**config.mk**
```make
export PLATFORM = sky130hd
export DESIGN_NAME = nav_sequencer
export DESIGN_NICKNAME = d
export VERILOG_FILES = /design/src/rtl/nav_sequencer.sv
export SDC_FILE = /design/constraint.sdc
export NUM_CORES = 1
export LEC_CHECK = 0
export BUFFER_PORTS_ARGS = -buffer_cell sky130_fd_sc_hd__buf_2
export CAP_MARGIN = 5
export CORE_MARGIN = 5
export CORE_UTILIZATION = 50
export CTS_CLUSTER_DIAMETER = 30
export CTS_CLUSTER_SIZE = 16
export DETAILED_ROUTE_END_ITERATION = 8
export GPL_ROUTABILITY_DRIVEN = 0
export PLACE_DENSITY = 0.76
export SYNTH_ARGS = -nofsm -noshare
export SYNTH_HDL_FRONTEND = slang
export SYNTH_SLANG_ARGS = --single-unit
export TNS_END_PERCENT = 50
```
**constraint.sdc**
```tcl
create_clock -name clock -period 2.6 [get_ports clock]
set_input_delay 0.39 -clock clock [delete_from_list [all_inputs] [get_ports clock]]
set_output_delay 0.39 -clock clock [all_outputs]
set_load 0.02 [all_outputs]
```
**src/rtl/nav_sequencer.sv**
```systemverilog
// nav_sequencer: top-level rover navigation sequencer.
// Drives ultrasound fixes, a fixed probe move, orientation/path helper
// requests, the IR-transmitted move command and a closed-loop equality
// check. Retries up to MAX_ITER passes before flagging an error.
module nav_sequencer #(
  parameter int unsigned SETTLE_CYCLES     = 27000000,
  parameter int unsigned IR_HOLD_CYCLES    = 5000000,
  parameter int unsigned UNIT_CYCLES       = 27000000,
  parameter logic [11:0] ORIENT_MOVE       = 12'h00A,
  parameter int unsigned MAX_ITER          = 4,
  parameter int unsigned US_TIMEOUT_CYCLES = 54000000,
  parameter int unsigned ITER_W            = 3
) (
  input  logic              clock,
  input  logic              reset,
  input  logic              run_program,
  input  logic              abort,
  input  logic [11:0]       target_location,
  input  logic [11:0]       rover_location,
  output logic              run_ultrasound,
  input  logic              ultrasound_done,
  output logic              clear_us,
  output logic              orient_enable,
  output logic [11:0]       orient_loc_a,
  output logic [11:0]       orient_loc_b,
  input  logic              orient_done,
  input  logic [4:0]        orient_result,
  output logic              path_enable,
  output logic [4:0]        needed_orientation,
  input  logic              path_done,
  input  logic [11:0]       path_command,
  output logic              equal_enable,
  input  logic              equal_done,
  input  logic              equal_result,
  output logic [4:0]        orientation,
  output logic [11:0]       move_command,
  output logic              transmit_ir,
  output logic              busy,
  output logic              reached_target,
  output logic              error,
  output logic [1:0]        error_code,
  output logic [ITER_W-1:0] iteration,
  output logic [3:0]        state
);

  typedef enum logic [3:0] {
    ST_IDLE    = 4'h0,
    ST_US1     = 4'h1,
    ST_SETTLE1 = 4'h2,
    ST_IRTX1   = 4'h3,
    ST_MOVE1   = 4'h4,
    ST_US2     = 4'h5,
    ST_SETTLE2 = 4'h6,
    ST_ORIENT  = 4'h7,
    ST_PORIENT = 4'h8,
    ST_PCALC   = 4'h9,
    ST_IRTX2   = 4'hA,
    ST_MOVE2   = 4'hB,
    ST_US3     = 4'hC,
    ST_SETTLE3 = 4'hD,
    ST_CHECK   = 4'hE,
    ST_ERROR   = 4'hF
  } state_t;

  // Last-cycle values of each timed state; all timers count up from zero.
  localparam logic [31:0] SETTLE_LAST     = 32'(SETTLE_CYCLES - 1);
  localparam logic [31:0] IR_LAST         = 32'(IR_HOLD_CYCLES - 1);
  localparam logic [31:0] UNIT_LAST       = 32'(UNIT_CYCLES - 1);
  localparam logic [31:0] US_TIMEOUT_LAST = 32'(US_TIMEOUT_CYCLES - 1);
  localparam logic [ITER_W-1:0] MAX_ITER_W = ITER_W'(MAX_ITER);
  // A zero-length probe move still takes one unit so the rover actually moves.
  localparam logic [8:0] ORIENT_UNITS =
    (ORIENT_MOVE[7:0] == 8'd0) ? 9'd1 : {1'b0, ORIENT_MOVE[7:0]};

  // Move length in units: r + theta + 1, widened so 255 + 15 + 1 cannot wrap.
  function automatic logic [8:0] path_units(input logic [11:0] cmd);
    return {1'b0, cmd[7:0]} + {5'b00000, cmd[11:8]} + 9'd1;
  endfunction

  state_t            state_r;
  logic [31:0]       timer_r;
  logic [8:0]        unit_count_r;
  logic [8:0]        move_units_r;
  logic [ITER_W-1:0] iter_next_s;

  assign iter_next_s = iteration + ITER_W'(1);
  assign state       = state_r;
  assign busy        = (state_r != ST_IDLE);

  // Sequencer FSM with all outputs registered; abort overrides every state action.
  always_ff @(posedge clock) begin
    if (reset) begin
      state_r            <= ST_IDLE;
      timer_r            <= 32'd0;
      unit_count_r       <= 9'd0;
      move_units_r       <= 9'd0;
      run_ultrasound     <= 1'b0;
      clear_us           <= 1'b0;
      orient_enable      <= 1'b0;
      orient_loc_a       <= 12'h000;
      orient_loc_b       <= 12'h000;
      path_enable        <= 1'b0;
      needed_orientation <= 5'd0;
      equal_enable       <= 1'b0;
      orientation        <= 5'd0;
      move_command       <= 12'h000;
      transmit_ir        <= 1'b0;
      reached_target     <= 1'b0;
      error              <= 1'b0;
      error_code         <= 2'd0;
      iteration          <= '0;
    end else begin
      // Start pulses are single-cycle unless a transition below re-asserts them.
      run_ultrasound <= 1'b0;
      orient_enable  <= 1'b0;
      path_enable    <= 1'b0;
      equal_enable   <= 1'b0;

      if (abort && (state_r != ST_IDLE) && (state_r != ST_ERROR)) begin
        state_r     <= ST_ERROR;
        timer_r     <= 32'd0;
        error       <= 1'b1;
        error_code  <= 2'd3;
        transmit_ir <= 1'b0;
        clear_us    <= 1'b0;
      end else begin
        case (state_r)
          ST_IDLE, ST_ERROR: begin
            if (run_program) begin
              orient_loc_a       <= 12'h000;
              orient_loc_b       <= 12'h000;
              needed_orientation <= 5'd0;
              orientation        <= 5'd0;
              move_command       <= 12'h000;
              reached_target     <= 1'b0;
              error              <= 1'b0;
              error_code         <= 2'd0;
              iteration          <= '0;
              run_ultrasound     <= 1'b1;
              timer_r            <= 32'd0;
              state_r            <= ST_US1;
            end else begin
              transmit_ir <= 1'b0;
              clear_us    <= 1'b0;
            end
          end

          ST_US1, ST_US2, ST_US3: begin
            if (ultrasound_done) begin
              timer_r <= 32'd0;
              case (state_r)
                ST_US1:  state_r <= ST_SETTLE1;
                ST_US2:  state_r <= ST_SETTLE2;
                ST_US3:  state_r <= ST_SETTLE3;
                default: state_r <= ST_ERROR;
              endcase
            end else if (timer_r == US_TIMEOUT_LAST) begin
              timer_r    <= 32'd0;
              error      <= 1'b1;
              error_code <= 2'd1;
              state_r    <= ST_ERROR;
            end else begin
              timer_r <= timer_r + 32'd1;
            end
          end

          ST_SETTLE1: begin
            if (timer_r == SETTLE_LAST) begin
              orient_loc_a <= rover_location;
              move_command <= ORIENT_MOVE;
              move_units_r <= ORIENT_UNITS;
              transmit_ir  <= 1'b1;
              clear_us     <= 1'b1;
              timer_r      <= 32'd0;
              state_r      <= ST_IRTX1;
            end else begin
              timer_r <= timer_r + 32'd1;
            end
          end

          ST_SETTLE2: begin
            if (timer_r == SETTLE_LAST) begin
              orient_loc_b  <= rover_location;
              orient_enable <= 1'b1;
              timer_r       <= 32'd0;
              state_r       <= ST_ORIENT;
            end else begin
              timer_r <= timer_r + 32'd1;
            end
          end

          ST_SETTLE3: begin
            if (timer_r == SETTLE_LAST) begin
              equal_enable <= 1'b1;
              timer_r      <= 32'd0;
              state_r      <= ST_CHECK;
            end else begin
              timer_r <= timer_r + 32'd1;
            end
          end

          ST_IRTX1, ST_IRTX2: begin
            if (timer_r == IR_LAST) begin
              transmit_ir  <= 1'b0;
              clear_us     <= 1'b0;
              timer_r      <= 32'd0;
              unit_count_r <= 9'd1;
              state_r      <= (state_r == ST_IRTX1) ? ST_MOVE1 : ST_MOVE2;
            end else begin
              timer_r <= timer_r + 32'd1;
            end
          end

          ST_MOVE1, ST_MOVE2: begin
            if (timer_r == UNIT_LAST) begin
              timer_r <= 32'd0;
              if (unit_count_r == move_units_r) begin
                run_ultrasound <= 1'b1;
                state_r        <= (state_r == ST_MOVE1) ? ST_US2 : ST_US3;
              end else begin
                unit_count_r <= unit_count_r + 9'd1;
              end
            end else begin
              timer_r <= timer_r + 32'd1;
            end
          end

          ST_ORIENT: begin
            if (orient_done) begin
              orientation   <= orient_result;
              orient_loc_a  <= rover_location;
              orient_loc_b  <= target_location;
              orient_enable <= 1'b1;
              state_r       <= ST_PORIENT;
            end else begin
              state_r <= ST_ORIENT;
            end
          end

          ST_PORIENT: begin
            if (orient_done) begin
              needed_orientation <= orient_result;
              path_enable        <= 1'b1;
              state_r            <= ST_PCALC;
            end else begin
              state_r <= ST_PORIENT;
            end
          end

          ST_PCALC: begin
            if (path_done) begin
              move_command <= path_command;
              move_units_r <= path_units(path_command);
              transmit_ir  <= 1'b1;
              clear_us     <= 1'b1;
              timer_r      <= 32'd0;
              state_r      <= ST_IRTX2;
            end else begin
              state_r <= ST_PCALC;
            end
          end

          ST_CHECK: begin
            if (equal_done) begin
              iteration <= iter_next_s;
              timer_r   <= 32'd0;
              if (equal_result) begin
                reached_target <= 1'b1;
                state_r        <= ST_IDLE;
              end else if (iter_next_s == MAX_ITER_W) begin
                error      <= 1'b1;
                error_code <= 2'd2;
                state_r    <= ST_ERROR;
              end else begin
                reached_target <= 1'b0;
                run_ultrasound <= 1'b1;
                state_r        <= ST_US1;
              end
            end else begin
              state_r <= ST_CHECK;
            end
          end

          default: begin
            transmit_ir <= 1'b0;
            clear_us    <= 1'b0;
            state_r     <= ST_ERROR;
          end
        endcase
      end
    end
  end

endmodule

```
After elaboration in Yosys (flattened, before gate mapping). Index checks and enable logic that the tools add are counted.

Word-level logic and storage cells: 194. Bits of input ports: 50. Flip-flop bits (word level): 112.

Reductions and logical operators: 36. Add/sub/neg operators: 5. Eq/ne operators: 46. Muxes and demuxes: 86. Bitwise operators: 3.

Operator list (number): $mux 32 (7); $pmux 32 s6 (1); $pmux 12 s3 (3); $mux 12 (6); $mux 4 (16); $mux 9 (5); $pmux 4 s11 (1); $ne 3x3->1 const B (13); $pmux 9 s2 (2); $add 32x1->32 const B (1); $eq 32x23->1 const B (1); $eq 32x25->1 const B (1); $eq 32x26->1 const B (1); $eq 4x4->1 const B (8); $reduce_and 5->1 (6); $mux 1 (23); $ne 2x2->1 const B (11); $pmux 5 s2 (2); $reduce_and 4->1 (5); $add 9x1->9 const B (2); $eq 4x3->1 const B (4); $mux 2 (8); $pmux 4 s3 (1); $reduce_bool 4->1 (3); 25 further kinds (45).

Longest topological paths before layout. Gate-level depths: netlist of the first run.

Depth in word-level cells: 7. Gate-level depth with buffers: 10. Gate-level depth less buffers: 10.

Least setup slack after synthesis of the first run. Ideal clock, no wire load.

Kind: reg2reg. From: register timer_r[28]. To: register move_units_r[0]. Cell stages (with the launch flop): 9. Path buffers: 1. Arrival time: 2801 ps. Period minus slack after synthesis: 2871 ps. Setup slack: -271 ps. Setup time: 70 ps. Path through: dfxtp_1 > or4_1 > or3_4 > nor4_4 > nor3_2 > or4_1 > buf_2 > or3_1 > a21oi_1.

Cells in the longest elaborated chain, start to end: 3.

Ends and longest elaborated chain: from (decl) (RTL line 81) `logic [31:0] timer_r;`; from (signal assigned) (RTL line 163) `timer_r <= timer_r + 32'd1;`; from (signal assigned) (RTL line 177) `timer_r <= timer_r + 32'd1;`; from (signal assigned) (RTL line 188) `timer_r <= timer_r + 32'd1;`; $eq 32x25->1 (RTL line 168) `if (timer_r == SETTLE_LAST) begin`; $ne 2x2->1 (no line); $reduce_and 4->1 (no line); to (signal assigned) (RTL line 253) `move_units_r <= path_units(path_command);`; to (decl) (RTL line 83) `logic [8:0] move_units_r;`.

Every way passes these cells. A chain may end at the register's enable or synchronous reset.

Worst setup path in the final report of the first run. Same ends and word-level chain as after synthesis.

==> metrics.txt, run 1 <==
TritonRoute pass-1 iters=7; main area contributors after synthesis=dfxtp_1 39%, nor2_1 6.8%, a21oi_1 5.0%; multi-input logic area=3670 um^2; # setup viols final=74; Register Area=2250 um^2; DRC viols=0; HP Class=input port to register; CTS sink cnt=112; max_cap viols=0; WP data arrival=3110 ps; FFs w/ async S/R, synth=0; Routed Antenna Nets=0; fin util=0.668; commonest non-fill, non-tap cell in the layout=buf_2; port bufs=113; Startpoint Class=register; wire per inst=17.0 um; post-synthesis register bit count=112; VDD IR max=0.746 mV; largest net degree at the start of global routing=70; DIE HEIGHT=117 um; Avg Cell Area, Syn=7.97 um^2; min Tclk post-route=2830 ps; Root Buffer=clkbuf_16; Period Utilization, post-route=1.09; register area share after synthesis=0.392; Slew Viols, Final=0; leading cell types in the layout, fill and taps excluded=115 x buf_2, 106 x dfxtp_1, 103 x nor2_1; placed insts=988; Reg clk slew, reported paths=70 ps; Crit Path Category=register to register; Post-synth EDFFs=0; worst-margin pin slew=816 ps; CTS tree=yes; H-tree depth=3; Cell variety after synth=57; Layout fillers=899; power per cell area=868 nW/um^2; Mapped Area=5720 um^2; antenna violations before repair=0; WP data required=2880 ps; initial core utilization=0.506; Worst Skew=9.95 ps; Leak Pwr=2.97 nW; DR WL met2=8450 um; Synth top area share=0.392; core area=11300 um^2; P&R area growth vs syn=32.2%; final net count=926; Std-Cell Rows=39; max_slew headroom=0.456; die area=13700 um^2; GRT overflow=0; Synth Flop Type=dfxtp_1; DR top layer=met4; Final Non-Filler Cells=1015; first-pass GRT wire length=26500 um; routed wl met3=1400 um; deepest clock path buffer count=2; status=finished, violations left; violated checks=negative setup slack; Min Hold Slack=286 ps; vias in the first global route=5648; worst-path maximum fanout=4; layout cells sized above 1=0.310; Hold Fails Final Rpt=0; gr usage total=0.243; Syn Nets=777; RSZ-0062 raised after global routing=true; I/O pins=114; Post-Syn Instances=718; Final WS setup=-226 ps; TritonCTS buffer count=9; Synth area leader=dfxtp_1; vias after detailed routing=6074; wl on met1=6880 um; hpwl dp=12100 um; DRT iter0 DRCs=683; worst skew pair latency=360 ps; drt total wl=17300 um; Vias/cell=5.98; Place WS=-247 ps; fmax=354 MHz; Die Span X=117 um; synthesis warning total=0; overall power=0.00657 W; # diodes=0; Worst setup EP type=register
## registers in the layout, summed over array words and instances, names as in the netlist, 2 cells and up
signal              count
needed_orientation      5
error_code              2
orient_loc_a           12
iteration               3
unit_count_r            9
state                   4
timer_r                32
move_command           12
move_units_r            9
orient_loc_b           12
orientation             5
## critical path, cell delays in order, from the launching register on
cell and delay [ps]:
dfxtp_2 320, or4_4 550, or3_4 380, nor4_4 230, buf_4 200, nor3_4 50, or4_4 530, or3_1 330
a21oi_1 160
## cell families (layout without fill, tap and decap cells)
kind of cell / count (synthesis) / in the layout / share of synthesized area
AOI/OAI and AO/OA: 155 / 155 / 0.171
xor gates and xnor gates: 45 / 45 / 0.0689
adders and majority gates: 9 / 9 / 0.0210
buffers and inverters: 56 / 210 / 0.0380
DFF: 112 / 112 / 0.392
muxes: 14 / 14 / 0.0245
and+or+nand+nor: 327 / 327 / 0.285
## layout make-up
cell class | count | area share
sequential | 112 | 0.297
tap | 143 | 0.0237
clock buffer | 10 | 0.0316
multi-input combinational | 550 | 0.485
clock inverter | 6 | 0.00629
timing repair buffer | 176 | 0.147
inverter | 18 | 0.00893
## Yosys cell counts (3+ instances only)
| master | count |
|---|---|
| nand3_1 | 44 |
| xor2_1 | 22 |
| buf_2 | 3 |
| nand3b_1 | 3 |
| nor2_1 | 104 |
| o211ai_1 | 4 |
| nand2b_1 | 10 |
| nand4_1 | 15 |
| dfxtp_1 | 112 |
| a22oi_1 | 19 |
| or3_1 | 10 |
| nor2b_1 | 17 |
| mux2i_1 | 14 |
| clkbuf_1 | 33 |
| inv_1 | 18 |
| a21o_1 | 8 |
| or2_2 | 3 |
| o21ai_0 | 20 |
| ha_1 | 8 |
| xnor2_1 | 23 |
| a21oi_1 | 57 |
| nor4_1 | 10 |
| o22ai_1 | 4 |
| a211oi_1 | 19 |
| and3_1 | 6 |
| a31oi_1 | 5 |
| nand2_1 | 62 |
| or4_1 | 7 |
| nor3_1 | 17 |
| and4_1 | 5 |
## stage by stage
step	TNS (ps)	area [um^2]
6_report	-4980	7560
5_1_grt	-10270	7560
4_1_cts	-2610	7190
3_5_place_dp	-6580	6760
3_3_place_gp	-3570	6760
2_1_floorplan	-1180	5750
## report_power, final
part / internal (W) / switching [W]
sequential: 0.00190 / 0.000139
combinational: 0.00124 / 0.00193
clock: 0.000689 / 0.000663
## final timing paths
check	depth (start not counted)	slack [ps]	to	start
setup / recovery	8	-230	move_units_r[0]	timer_r[28]
hold / removal	3	290	orientation[4]	orient_result[4]
setup reg to reg	8	-230	move_units_r[0]	timer_r[28]
hold reg to reg	2	450	move_command[8]	move_command[8]
## layer usage
layer  vias up  GRT usage
met5         -          0
met4         0      0.105
met3        52     0.0694
met2       286      0.391
met1      2877      0.305
li1       2859          -
## what timing repair did
action	4_1_cts	5_1_grt
setup endpoints to repair	85	98
cloned	2	4
buffers inserted	3	4
hold buffers	0	0
resized for setup	20	86
pin swaps	9	34
Note: power is estimated with default switching activity, not from simulation.
==> inputs of run 2 (changes only) <==
- SKIP_CTS_REPAIR_TIMING: default -> 1
==> run 2 against run 1 <==
The flow still finishes with violations (negative setup slack); register-to-register slack worse by 60 ps; non-clock buffer count decreased by 3; design area fell by 3.9%; combinational power shrank 8.5%.
==> metrics.txt, run 2 (synthesis gave the netlist of run 1 again) <==
wire per inst=16.7 um (-1.8%); max reg flops=32 (unchanged); fmax=347 MHz (-2.1%); Crit Path Category=register to register; core area=11300 um^2 (unchanged); CTS tree=yes; Reg clk slew, reported paths=70 ps (about the same); Startpoint Class=register; leading cell types in the layout, fill and taps excluded=114 x buf_2, 111 x dfxtp_1, 103 x nor2_1; status=finished, violations left; commonest non-fill, non-tap cell in the layout=buf_2; crit path cell chain=or4_4 -> or3_4 -> nor4_4 -> buf_4 -> nor3_4 -> or4_4 -> or3_1 -> a21oi_1; DIE HEIGHT=117 um (unchanged); CP max stage delay=550 ps (about the same); RSZ-0062 raised after global routing=true; power per cell area=866 nW/um^2 (-0.28%); Leak Pwr=2.91 nW (-2.0%); worst skew pair latency=360 ps (about the same); Routed Antenna Nets=0 (unchanged); WP data arrival=3170 ps (+60 ps); crit path buf inv count=1 (unchanged); port bufs=113 (unchanged); deepest clock path buffer count=2 (unchanged); drt total wl=16900 um (-2.1%); CTS sink cnt=112 (unchanged); TritonCTS buffer count=9 (unchanged); Biggest register=timer_r; Worst Skew=9.80 ps (-0.152 ps); min Tclk post-route=2890 ps (+59.3 ps); HP Class=input port to register; # setup viols final=80 (+8.1%); H-tree depth=3 (unchanged); stages on the worst setup path=8 (unchanged); Worst Hold Depth=3 (unchanged); gr usage total=0.234 (-0.00938); VDD IR max=0.734 mV (-1.6%); overall power=0.00630 W (-4.1%); antenna violations before repair=0 (unchanged); Register Area=2240 um^2 (-0.28%); P_sw=0.00256 W (-6.4%); Final TNS setup=-16100 ps (-11120 ps); # diodes=0 (unchanged); vias after detailed routing=6026 (-0.79%); clock power share=0.214 (+0.008); Root Buffer=clkbuf_16; violated checks=negative setup slack; Final WS setup=-285 ps (-59.3 ps); DRC viols=0 (unchanged); Period Utilization, post-route=1.11 (+0.0228); TritonRoute pass-1 iters=6 (-1); Vias/cell=5.95 (-0.50%); Die Span X=117 um (unchanged); sequential share of power=0.323 (+0.012); post-route cell area=7270 um^2 (-3.9%); layout cells sized above 1=0.250 (-0.0599); cell mode on critical path=or4_4; worst-path maximum fanout=4 (unchanged); GRT overflow=0 (unchanged); largest net degree at the start of global routing=70 (unchanged); Slew Viols, Final=0 (unchanged); P&R area growth vs syn=27.0%; Worst setup EP type=register; first-pass GRT wire length=25600 um (-3.5%); critical path's top delay family=simple AND/OR/NAND/NOR gates; worst-margin pin slew=708 ps (-108 ps); CP max-delay cell=or4_4; P_int=0.00374 W (-2.5%); I/O pins=114 (unchanged); Layout fillers=933 (+3.8%); DRT iter0 DRCs=733 (+7.3%); Hold Fails Final Rpt=0 (unchanged); reg2reg path depth=8 (unchanged); die area=13700 um^2 (unchanged); final net count=923 (-0.32%); hpwl dp=12100 um (unchanged); max_cap viols=0 (unchanged); multi-input logic area=3400 um^2 (-7.5%); initial core utilization=0.506 (unchanged); WP data required=2880 ps (about the same); Sw Ratio=0.407 (-0.00991); max_slew headroom=0.528 (+0.0718); Std-Cell Rows=39 (unchanged); placed standard-cell area=6760 um^2 (unchanged); Logic pwr share=0.463 (-0.020); vias in the first global route=5539 (-1.9%)
run 2: cell types whose count changed in the layout (fill, tap and decap cells not counted), sizes merged:
cell / previous run / this run
buf: 176 / 171
clkbuf: 10 / 12
run 2: final timing paths:
| path | startpoint | to | slack, ps |
|---|---|---|---|
| setup / recovery | timer_r[28] | move_units_r[0] | -290 |
| hold / removal | orient_result[4] | orientation[4] | 290 |
| setup reg to reg | timer_r[28] | move_units_r[0] | -290 |
| hold reg to reg | move_command[9] | move_command[9] | 450 |
run 2: final cells by class:
cell class | instances | area share
flip-flops and latches | 112 | 0.308
well taps | 143 | 0.0246
clock inverters | 6 | 0.00654
multi-input cells | 550 | 0.467
clock buffers | 10 | 0.0329
repair buffers | 173 | 0.151
inverters | 18 | 0.00929
run 2: power by group through the flow:
stage | combinational [W] | sequential (W) | clock, W
after floorplan | 0.00148 | 0.00224 | 0
after global placement | 0.00247 | 0.00206 | 0
after detailed placement | 0.00254 | 0.00207 | 0
after CTS | 0.00255 | 0.00203 | 0.00138
after global routing | 0.00313 | 0.00206 | 0.00146
final | 0.00291 | 0.00203 | 0.00135
run 2: metal layers:
| metal | part of all wire | global-route usage | vias to the layer above |
|---|---|---|---|
| met5 | 0 | 0 | - |
| met4 | 0.036 | 0.106 | 0 |
| met3 | 0.084 | 0.0679 | 66 |
| met2 | 0.48 | 0.371 | 292 |
| met1 | 0.40 | 0.294 | 2825 |
| li1 | - | - | 2843 |
run 2: stage by stage:
stage	util	hold WS, ps	instances	worst slack [ps]
2_1_floorplan	-	444	718	-135
3_3_place_gp	0.597	438	988	-158
3_5_place_dp	0.597	445	988	-247
4_1_cts	0.622	281	1004	-266
5_1_grt	0.642	284	1012	-330
6_report	0.642	287	1012	-285
run 2: tightest hold or removal path, stage by stage:
cell and delay [ps]:
buf_2 90, a22oi_1 60, nor2_1 80
==> inputs of run 3 (changes only) <==
- MAX_ROUTING_LAYER: default -> met4
- SLEW_MARGIN: default -> 15
==> run 3 against run 2 <==
The run still ends with negative setup slack left; die area stayed put; power is 2.9% lower; sequential cell count stayed put; register-to-register slack hardly changed; utilization is 0.93 points lower; cell count is 0.49% lower; clock power hardly changed; non-clock buffer count is 5 lower; design area is 1.4% lower; first-iteration DRC count is 21% lower; critical path type unchanged; highest routed layer unchanged.
==> metrics.txt, run 3 (synthesis gave the netlist of run 1 again) <==
status=finished, violations left; violated checks=negative setup slack; commonest non-fill, non-tap cell in the layout=buf_2; Die Span X=117 um (unchanged); max_cap viols=0 (unchanged); reg2reg path depth=8 (unchanged); TritonRoute pass-1 iters=6 (unchanged); CTS sink cnt=112 (unchanged); Hold Fails Final Rpt=0 (unchanged); CTS tree=yes; I/O pins=114 (unchanged); RSZ-0062 raised after global routing=true; Worst Hold Depth=3 (unchanged); GRT met1 Usage=0.299 (+0.00446); max reg flops=32 (unchanged); overall power=0.00611 W (-2.9%); WP data arrival=3160 ps (about the same); Worst setup EP type=register; Biggest register=timer_r; leading cell types in the layout, fill and taps excluded=113 x buf_2, 111 x dfxtp_1, 104 x nor2_1; layout cells sized above 1=0.240 (-0.0101); placed insts=988 (unchanged); initial core utilization=0.506 (unchanged); worst-path maximum fanout=4 (unchanged); Worst Skew=8.78 ps (-1.01 ps); hpwl dp=12100 um (unchanged); antenna violations before repair=0 (unchanged); grt met2 use=0.370 (-0.000758); Slew Viols, Final=0 (unchanged); Layout fillers=952 (+2.0%); Startpoint Class=register; # setup viols final=90 (+13%); Root Buffer=clkbuf_16; # diodes=0 (unchanged); VDD IR max=0.740 mV (+0.83%); Final WS setup=-277 ps (+8.22 ps); core area=11300 um^2 (unchanged); Vias/cell=5.85 (-1.8%); Routed Antenna Nets=0 (unchanged); port bufs=113 (unchanged); Std-Cell Rows=39 (unchanged); H-tree depth=3 (unchanged); worst-margin pin slew=707 ps (-1.39 ps); worst skew pair latency=360 ps (about the same); vias in the first global route=5522 (-0.31%); Leak Pwr=2.86 nW (-1.8%); min Tclk post-route=2880 ps (-8.22 ps); die area=13700 um^2 (unchanged); DRT iter0 DRCs=581 (-21%); largest net degree at the start of global routing=70 (unchanged); wire per inst=16.3 um (-2.6%); Final Non-Filler Cells=1007 (-0.49%); final net count=918 (-0.54%); Period Utilization, post-route=1.11 (-0.00316); max_slew headroom=0.529 (+0.000925); Crit Path Category=register to register; deepest clock path buffer count=2 (unchanged); Reg clk slew, reported paths=70 ps (about the same); grt met3 use=0.0617 (-0.00617); fmax=348 MHz (+0.29%); GRT overflow=0 (unchanged); WP data required=2880 ps (about the same); HP Class=input port to register; first-pass GRT wire length=25600 um (+0.11%); vias after detailed routing=5888 (-2.3%); power per cell area=853 nW/um^2 (-1.5%); DRC viols=0 (unchanged); P&R area growth vs syn=25.2%; gr usage total=0.241 (+0.00732); gr busiest metal=met2; TritonCTS buffer count=9 (unchanged); drt total wl=16400 um (-3.1%); DIE HEIGHT=117 um (unchanged)
[run 3: changes by cell type in the layout (fill, tap and decap cells not counted), sizes merged]
cell | before | now
buf | 171 | 167
clkbuf | 12 | 11
[run 3: area by class of cell]
type                            count  area (um^2)  area share
Clock buffer                       10          239      0.0333
Clock inverter                      6         47.5     0.00663
Inverter                           18         67.6     0.00943
Multi-Input combinational cell    550         3380       0.471
Sequential cell                   112         2240       0.313
Tap cell                          143          179      0.0250
Timing Repair Buffer              168         1010       0.142
[run 3: worst paths after layout]
path | start | to | slack, ps
max | timer_r[28] | move_units_r[0] | -280
max reg2reg | timer_r[28] | move_units_r[0] | -280
min | orient_result[4] | orientation[4] | 290
min reg2reg | move_command[9] | move_command[9] | 450
[run 3: per-layer routing]
| layer | vias up | routed length, um |
|---|---|---|
| li1 | 2843 | - |
| met1 | 2749 | 6750 |
| met2 | 257 | 7920 |
| met3 | 39 | 1280 |
| met4 | 0 | 414 |
| met5 | - | 0 |
[run 3: where the power goes]
group / leakage [nW] / switching, W / internal [W]
clock network: 0.140 / 0.000664 / 0.000689
logic: 1.82 / 0.00170 / 0.00103
registers: 0.907 / 0.000130 / 0.00190
total: 2.86 / 0.00250 / 0.00362
[run 3: critical path, cell delays in order (launching register included)]
cell and delay [ps]:
dfxtp_2 320, or4_4 540, or3_4 380, nor4_4 370, buf_4 190, nor3_4 40
or4_4 510, or3_1 310, a21oi_1 150
[run 3: metrics by stage]
| step | worst slack (ps) | setup TNS (ps) | hold WS [ps] | util | area (um^2) |
|---|---|---|---|---|---|
| final | -277 | -11980 | 289 | 0.633 | 7170 |
| after global routing | -348 | -21890 | 284 | 0.633 | 7170 |
| after CTS | -266 | -7420 | 281 | 0.622 | 7040 |
| after detailed placement | -247 | -6580 | 445 | 0.597 | 6760 |
| after global placement | -158 | -3570 | 438 | 0.597 | 6760 |
| after floorplan | -135 | -1180 | 444 | - | 5750 |
